## src/rtl/x_uart_pkg.sv

```systemverilog
// x_uart_pkg: shared types and helpers for the 8N1 UART blocks.
// Holds the RX state enum and the baud timer-top calculation used by RX and TX.
package x_uart_pkg;

  typedef enum logic [3:0] {
    S_IDLE,
    S_START,
    S_D0,
    S_D1,
    S_D2,
    S_D3,
    S_D4,
    S_D5,
    S_D6,
    S_D7,
    S_STOP,
    S_WAIT_IDLE
  } sm_uart_rx_t;

  // Clock cycles per bit, minus nothing: the timer counts 0..top inclusive.
  function automatic int unsigned f_timer_top(
    input int unsigned clk_hz,
    input int unsigned baud
  );
    return clk_hz / baud;
  endfunction

endpackage

```

## src/rtl/x_uart_sync.sv

```systemverilog
// x_uart_sync: two-flop synchroniser for an asynchronous single-bit input.
// Ports: i_clk, i_rst (async active-high), i_d (async in), o_q (synchronised out).
module x_uart_sync #(
  parameter logic p_rst_val = 1'b1
) (
  input  logic i_clk,
  input  logic i_rst,
  input  logic i_d,
  output logic o_q
);

  logic r_meta;
  logic r_q;

  always_ff @(posedge i_clk or posedge i_rst) begin
    if (i_rst) begin
      r_meta <= p_rst_val;
      r_q    <= p_rst_val;
    end else begin
      r_meta <= i_d;
      r_q    <= r_meta;
    end
  end

  assign o_q = r_q;

endmodule

```

## src/rtl/x_uart_rx.sv

```systemverilog
// x_uart_rx: 8N1 UART receiver with mid-bit sampling and one-cycle valid pulse.
// Ports: i_clk, i_rst (async active-high), i_rx (serial in, idle high),
//   o_data (last byte, LSB first on the wire), o_valid (1-cycle pulse),
//   o_frame_err (1-cycle pulse on bad stop bit; only with X_UART_RX_FRAME_ERR_EN).
module x_uart_rx
  import x_uart_pkg::*;
#(
  parameter int unsigned p_clk_hz = 12000000,
  parameter int unsigned p_baud   = 115200
) (
  input  logic       i_clk,
  input  logic       i_rst,
  input  logic       i_rx,
  output logic [7:0] o_data,
  output logic       o_valid
`ifdef X_UART_RX_FRAME_ERR_EN
  ,
  output logic       o_frame_err
`endif
);

  localparam int unsigned p_timer_top  = f_timer_top(p_clk_hz, p_baud);
  localparam int unsigned p_timer_half = p_timer_top / 2;
  localparam int          p_tw         = $clog2(p_timer_top + 1);

  localparam logic [p_tw-1:0] p_cmp_top  = p_tw'(p_timer_top);
  localparam logic [p_tw-1:0] p_cmp_half = p_tw'(p_timer_half);

  logic            w_rx_s;
  logic [p_tw-1:0] w_cmp;
  logic            w_tick;

  sm_uart_rx_t     r_state;
  logic [p_tw-1:0] r_timer;
  logic [7:0]      r_shift;
  logic [7:0]      r_data;
  logic            r_valid;
`ifdef X_UART_RX_FRAME_ERR_EN
  logic            r_frame_err;
`endif

  x_uart_sync #(
    .p_rst_val(1'b1)
  ) u_sync (
    .i_clk(i_clk),
    .i_rst(i_rst),
    .i_d  (i_rx),
    .o_q  (w_rx_s)
  );

  // Half-bit compare in START lands every later tick at mid-bit.
  assign w_cmp  = (r_state == S_START) ? p_cmp_half : p_cmp_top;
  assign w_tick = (r_state != S_IDLE) && (r_timer == w_cmp);

  always_ff @(posedge i_clk or posedge i_rst) begin
    if (i_rst) begin
      r_state     <= S_IDLE;
      r_timer     <= '0;
      r_shift     <= '0;
      r_data      <= '0;
      r_valid     <= 1'b0;
`ifdef X_UART_RX_FRAME_ERR_EN
      r_frame_err <= 1'b0;
`endif
    end else begin
      r_valid     <= 1'b0;
`ifdef X_UART_RX_FRAME_ERR_EN
      r_frame_err <= 1'b0;
`endif

      if (r_state == S_IDLE || w_tick) begin
        r_timer <= '0;
      end else begin
        r_timer <= r_timer + p_tw'(1);
      end

      unique case (r_state)
        S_IDLE: begin
          if (!w_rx_s) begin
            r_state <= S_START;
          end
        end
        S_START: begin
          if (w_tick) begin
            // A line that is high again at mid start bit was a glitch.
            r_state <= w_rx_s ? S_IDLE : S_D0;
          end
        end
        S_D0, S_D1, S_D2, S_D3,
        S_D4, S_D5, S_D6, S_D7: begin
          if (w_tick) begin
            // LSB arrives first, so shifting right leaves it in bit 0.
            r_shift <= {w_rx_s, r_shift[7:1]};
            if (r_state == S_D7) begin
              r_state <= S_STOP;
            end else begin
              r_state <= sm_uart_rx_t'(r_state + 4'd1);
            end
          end
        end
        S_STOP: begin
          if (w_tick) begin
            if (w_rx_s) begin
              r_data  <= r_shift;
              r_valid <= 1'b1;
              r_state <= S_IDLE;
            end else begin
`ifdef X_UART_RX_FRAME_ERR_EN
              r_frame_err <= 1'b1;
`endif
              r_state <= S_WAIT_IDLE;
            end
          end
        end
        S_WAIT_IDLE: begin
          // Hold off start detection until a break releases the line.
          if (w_rx_s) begin
            r_state <= S_IDLE;
          end
        end
        default: begin
          r_state <= S_IDLE;
        end
      endcase
    end
  end

  assign o_data  = r_data;
  assign o_valid = r_valid;
`ifdef X_UART_RX_FRAME_ERR_EN
  assign o_frame_err = r_frame_err;
`endif

endmodule

```

## config.mk

```make
export PLATFORM = sky130hd
export DESIGN_NAME = x_uart_rx
export DESIGN_NICKNAME = d
export VERILOG_FILES = /design/src/rtl/x_uart_pkg.sv /design/src/rtl/x_uart_sync.sv /design/src/rtl/x_uart_rx.sv
export SDC_FILE = /design/constraint.sdc
export NUM_CORES = 1
export LEC_CHECK = 0
export ABC_AREA = 1
export CAP_MARGIN = 20
export CORE_MARGIN = 1.5
export CORE_UTILIZATION = 51
export CTS_CLUSTER_SIZE = 40
export DETAILED_ROUTE_END_ITERATION = 12
export PLACE_DENSITY = 0.82
export SLEW_MARGIN = 15
export SYNTH_ARGS = -nofsm -noshare
export SYNTH_HDL_FRONTEND = slang
export SYNTH_SLANG_ARGS = --single-unit
```

## constraint.sdc

```tcl
create_clock -name i_clk -period 1.6 [get_ports i_clk]
set_input_delay 0.24 -clock i_clk [delete_from_list [all_inputs] [get_ports i_clk]]
set_output_delay 0.24 -clock i_clk [all_outputs]
set_load 0.05 [all_outputs]
```

======== After elaboration in Yosys (flattened, before gate mapping) ========
Index checks and enable logic that the tools add are counted.
cells by class
  add/subtract/negate cells ............... 2
  equality and inequality tests ........... 17
  multiplexer cells ....................... 14
  reductions and logical operators ........ 8
operators by type and width
  kind                 number
  $mux 4               7
  $pmux 4 s5           1
  $eq 4x3->1 const B   4
  $eq 4x4->1 const B   4
  $mux 7               2
  $eq 4x2->1 const B   2
  $ne 2x2->1 const B   4
  $reduce_or 8->1      1
  $add 7x1->7 const B  1
  $eq 7x7->1           1
  $reduce_and 5->1     1
  $add 4x1->4 const B  1
  $eq 4x1->1 const B   1
  $logic_not 4->1      1
  $reduce_bool 4->1    1
  $mux 1               3
  $reduce_and 3->1     1
  $mux 2               1
  $ne 2x1->1 const B   1
  $reduce_and 2->1     1
  $logic_and 1x1->1    1
  $logic_or 1x1->1     1
word-level totals
  register bits after elaboration ......... 30
  input port bits ......................... 3
  output and inout bits ................... 9
  logic and storage cells ................. 48

======== Longest topological paths before layout ========
  word-level depth ........................ 6
  gate-level depth with buffers ........... 11
  gate-level depth less buffers ........... 10

======== Modules after synthesis ========
A second synthesis with hierarchy kept.
unflattened totals
  cell total of the unflattened synthesis .. 197
  area total of the unflattened synthesis .. 1647.8 um2
by module, submodules not included
  module       times used  cells each  area each (um2)  seq. area each (um2)
  x_uart_rx    1           194         1591.5           700.7
  x_uart_sync  1           3           56.3             52.6

======== Worst setup path after synthesis ========
No wires, ideal clock.
  path kind ............................... register to register
  start ................................... register r_state[0]
  end ..................................... register r_shift[1]
  library setup time ...................... 0.121 ns
  arrival time ............................ 1.431 ns
  data required time ...................... 1.479 ns
  slack ................................... 0.048 ns
  stages on the path, launching flop included .. 11
  buffers on the path ..................... 1
  period minus slack after synthesis ...... 1.552 ns
  cells stage by stage .................... dfrtp_1 inv_1 ha_1 nand3_1 nand2_1 nand2_1 nand2_2 inv_2 nor2_8 buf_8 o21ai_1
between the ends
  cells in the longest elaborated chain, start to end .. 5
  elaborated cells between the ends (all ways) .. 15
  those cells by class .................... 10 x eq/ne; 1 x mux; 4 x reduce/logical
ends and longest elaborated chain
  item                                   line             text
  start, declared                        x_uart_rx.sv:33  sm_uart_rx_t r_state;
  start signal, assigned                 x_uart_rx.sv:86  r_state <= w_rx_s ? S_IDLE : S_D0;
  start signal, assigned                 x_uart_rx.sv:97  r_state <= sm_uart_rx_t'(r_state + 4'd1);
  $eq 4x1->1                             x_uart_rx.sv:52  assign w_cmp = (r_state == S_START) ? p_cmp_half : p_cmp_top;
  $mux 7                                 x_uart_rx.sv:52
  $eq 7x7->1                             x_uart_rx.sv:53  assign w_tick = (r_state != S_IDLE) && (r_timer == w_cmp);
  $logic_and 1x1->1                      x_uart_rx.sv:53
  $reduce_and 2->1 (no source line) (*)  --
  end signal, assigned                   x_uart_rx.sv:93  r_shift <= {w_rx_s, r_shift[7:1]};
  end, declared                          x_uart_rx.sv:35  logic [7:0] r_shift;
Every way passes the cells marked *; elsewhere a longest branch is shown, timed or not.
A chain may end at the register's enable or synchronous reset.

======== Worst setup path in the final report ========
  start ................................... register r_state[0]
  end ..................................... register r_shift[6]
The elaborated chain is that of the path after synthesis.

==> results_dict.tcl <==
set metrics [dict create \
    status "finished, violations left" \
    violations "setup timing" \
    avgViaCountPerCell 4.88 \
    cp_max_fo 8 \
    cts_buffer_depth 2 \
    antenna_found_initial 0 \
    cp.required_ns 1.80 \
    yosysWarnings 0 \
    die_area_sq_um 3490 \
    drv_cap 0 \
    cpLargestDelayFamily "simple AND/OR/NAND/NOR gates" \
    synth_seq_area_share_pct 47.0 \
    p_total_mw 1.39 \
    track_usage_pct 20.1 \
    vias 1253 \
    cts_buffers 5 \
    synth_edf_count 0 \
    reg2reg_from "r_state[0]$_DFFE_PP0P_" \
    wire_per_inst_um 12.4 \
    fin_nets 221 \
    synth-main-ff-cell "dfrtp_1" \
    cp_data_arrival_time_ns 1.80 \
    place_congestion 0.879 \
    drtIter0Drc 26 \
    fmax_mhz 624 \
    grt_start_max_net_pins 31 \
    drc 0 \
    core_sq_um 3030 \
    worstSetupStartpointType "flop" \
    cp-end-kind "flop" \
    fin_crit_ns 1.60 \
    layout_commonest_cell "nand2_1" \
    fin_crit_sh_pct 100 \
    synthCells 182 \
    cts-root-buf "clkbuf_4" \
    synth_seq_cells 30 \
    io_buffers 11 \
    leakagePower_nw 0.990 \
    clock_sinks 30 \
    final_cells 257 \
    synth.distinct_cells 25 \
    finClkSkew_ns 0.0217 \
    dp_hpwl_um 2040 \
    wirelength_um 3190 \
    slew_violations 0 \
    crit_type "reg2reg" \
    synth_area_sq_um 1600 \
    async_reset_ff_share_pct 100 \
    drive_above_1_share_pct 36.2 \
    final_cell_mix "nand2_1 (49), dfrtp_1 (28), inv_1 (20)" \
    start_util_pct 52.9 \
    placed_cells 244 \
    fp.dieH_um 59.1 \
    syn_to_final_growth_pct 26.5 \
    min_path_type "in2async" \
    grt_pass1_wl_um 5220 \
    slew_headroom_pct 75.1 \
    finalSetupViolCount 1 \
    fillers 214 \
    clk_latency_ns 0.33 \
    grt_pass1_vias 1166 \
    cp_cell_sequence "buf_6, ha_4, inv_2, nor2_2, nand2_4, nand4_4, nor2_4, o21ai_2" \
    firstDrtPassIters 4 \
    vdd_ir_drop_max_mv 0.873 \
    rsz0062_at_grt "true" \
    worst_slew_pin_slew_ns 0.373 \
    io_pins 12 \
    postRouteAntennaNets 0 \
    grt.overflow.total 0 \
    fp-row-count 20 \
    die_w_um 59.1 \
    power_density_nw_per_um2 688 \
    cpPeakStageDelay_ns 0.42 \
    cts_tree "yes" \
    syn_area_per_cell_sq_um 8.81 \
    crit_buf_inv 2 \
    design_area_sq_um 2030 \
    startpoint "r_state[0]$_DFFE_PP0P_" \
    clk_pin_slew_ns 0.11 \
    cp_slowest_cell "dfrtp_1" \
    num_antenna_cells 0 \
    synth_fp_nets 191 \
    setup_ws_ns -0.00241 \
    cts_max_level 2 \
    finalHoldViolations 0 \
    dpl_worst_slack_ns -0.0725 \
    place_area_sq_um 1790 \
]
## state kept, by name (all words and copies together) (netlist names)
register and count:
o_data 8, u_sync.o_q 1, r_timer 7, u_sync.r_meta 1, r_shift 8, r_state 4
o_valid 1
## synth_stat cells, types with 2 or more instances
cell type | number | area share [%]
inv_1 | 24 | 5.6
dfstp_2 | 2 | 3.3
nand2_2 | 4 | 1.6
nand2_1 | 53 | 12
nand2_4 | 2 | 1.4
dfrtp_1 | 28 | 44
ha_1 | 6 | 4.7
nor3b_1 | 2 | 0.94
o21ai_2 | 8 | 4.4
o21ai_1 | 9 | 2.8
nand4_4 | 2 | 2.7
nor2_1 | 13 | 3.0
nand3_1 | 11 | 3.4
xor2_1 | 4 | 2.2
inv_2 | 4 | 0.94
## what timing repair did
item                       CTS  global route
buffers inserted             3             0
gates cloned                 2             0
hold buffers                 0             0
setup endpoints to repair   22            22
pin swaps                    5             6
gates resized for setup     13            14
## metal layers
metal  up-vias  global-route usage, %  wire [um]
li1        629                      -          -
met1       592                   26.5       1420
met2        28                   33.5       1600
met3         4                   4.59        143
met4         0                   4.87         24
met5         -                      0          0
## cell type report
| class | instances | area [sq um] | share of cell area (%) |
|---|---|---|---|
| clock buffer | 6 | 41.3 | 2.04 |
| clock inverter | 2 | 37.5 | 1.85 |
| inverter | 28 | 105 | 5.18 |
| multi-input combinational | 124 | 842 | 41.5 |
| sequential | 30 | 753 | 37.1 |
| tap | 44 | 55.1 | 2.71 |
| timing repair buffer | 23 | 194 | 9.56 |
## stage by stage
stage / hold slack, ns / utilization [%] / setup TNS, ns
after floorplan: 0.244 / - / 0
after global placement: 0.347 / 59.0 / -0.113
after detailed placement: 0.347 / 59.0 / -0.823
after CTS: 0.286 / 65.4 / 0
after global routing: 0.303 / 67.0 / -0.776
final: 0.268 / 67.0 / -0.00241
## power by group
group          internal (mW)  switching [mW]
Combinational        0.00767          0.0199
Clock                  0.330           0.274
Sequential             0.762         0.00161
Total                   1.10           0.295
## worst register-to-register path: cells and delay by family, from the launching register on
family                   cells  cell delay, ns
AND/OR/NAND/NOR              4            0.63
adder cells (fa/ha/maj)      1            0.17
AO/OA/AOI/OAI                1            0.08
buffers and inverters        2            0.18
flip-flops                   1            0.42
## worst paths after layout
check / endpoint / slack [ns] / depth (start not counted)
max: r_shift[6]$_DFFE_PP0P_ / -0.002 / 8
min: r_shift[4]$_DFFE_PP0P_ / 0.27 / 3
max reg2reg: r_shift[6]$_DFFE_PP0P_ / -0.002 / 8
min reg2reg: u_sync.o_q$_DFF_PP1_ / 0.36 / 0
max in group asynchronous: u_sync.o_q$_DFF_PP1_ / 1.00 / 3
min in group i_clk: u_sync.r_meta$_DFF_PP1_ / 0.32 / 1
## logic make-up (layout without fill, tap and decap cells)
logic type                 count (synthesis)  count (layout)  synth area share, %
DFF                                       30              30                 47.0
adders and majority gates                  6               6                 4.68
buffers and inverters                     30              59                 8.20
xor gates and xnor gates                   5               5                 2.73
and+or+nand+nor                           92              94                 28.9
AOI/OAI and AO/OA                         19              19                 8.51
(Power assumes the default switching activity.)
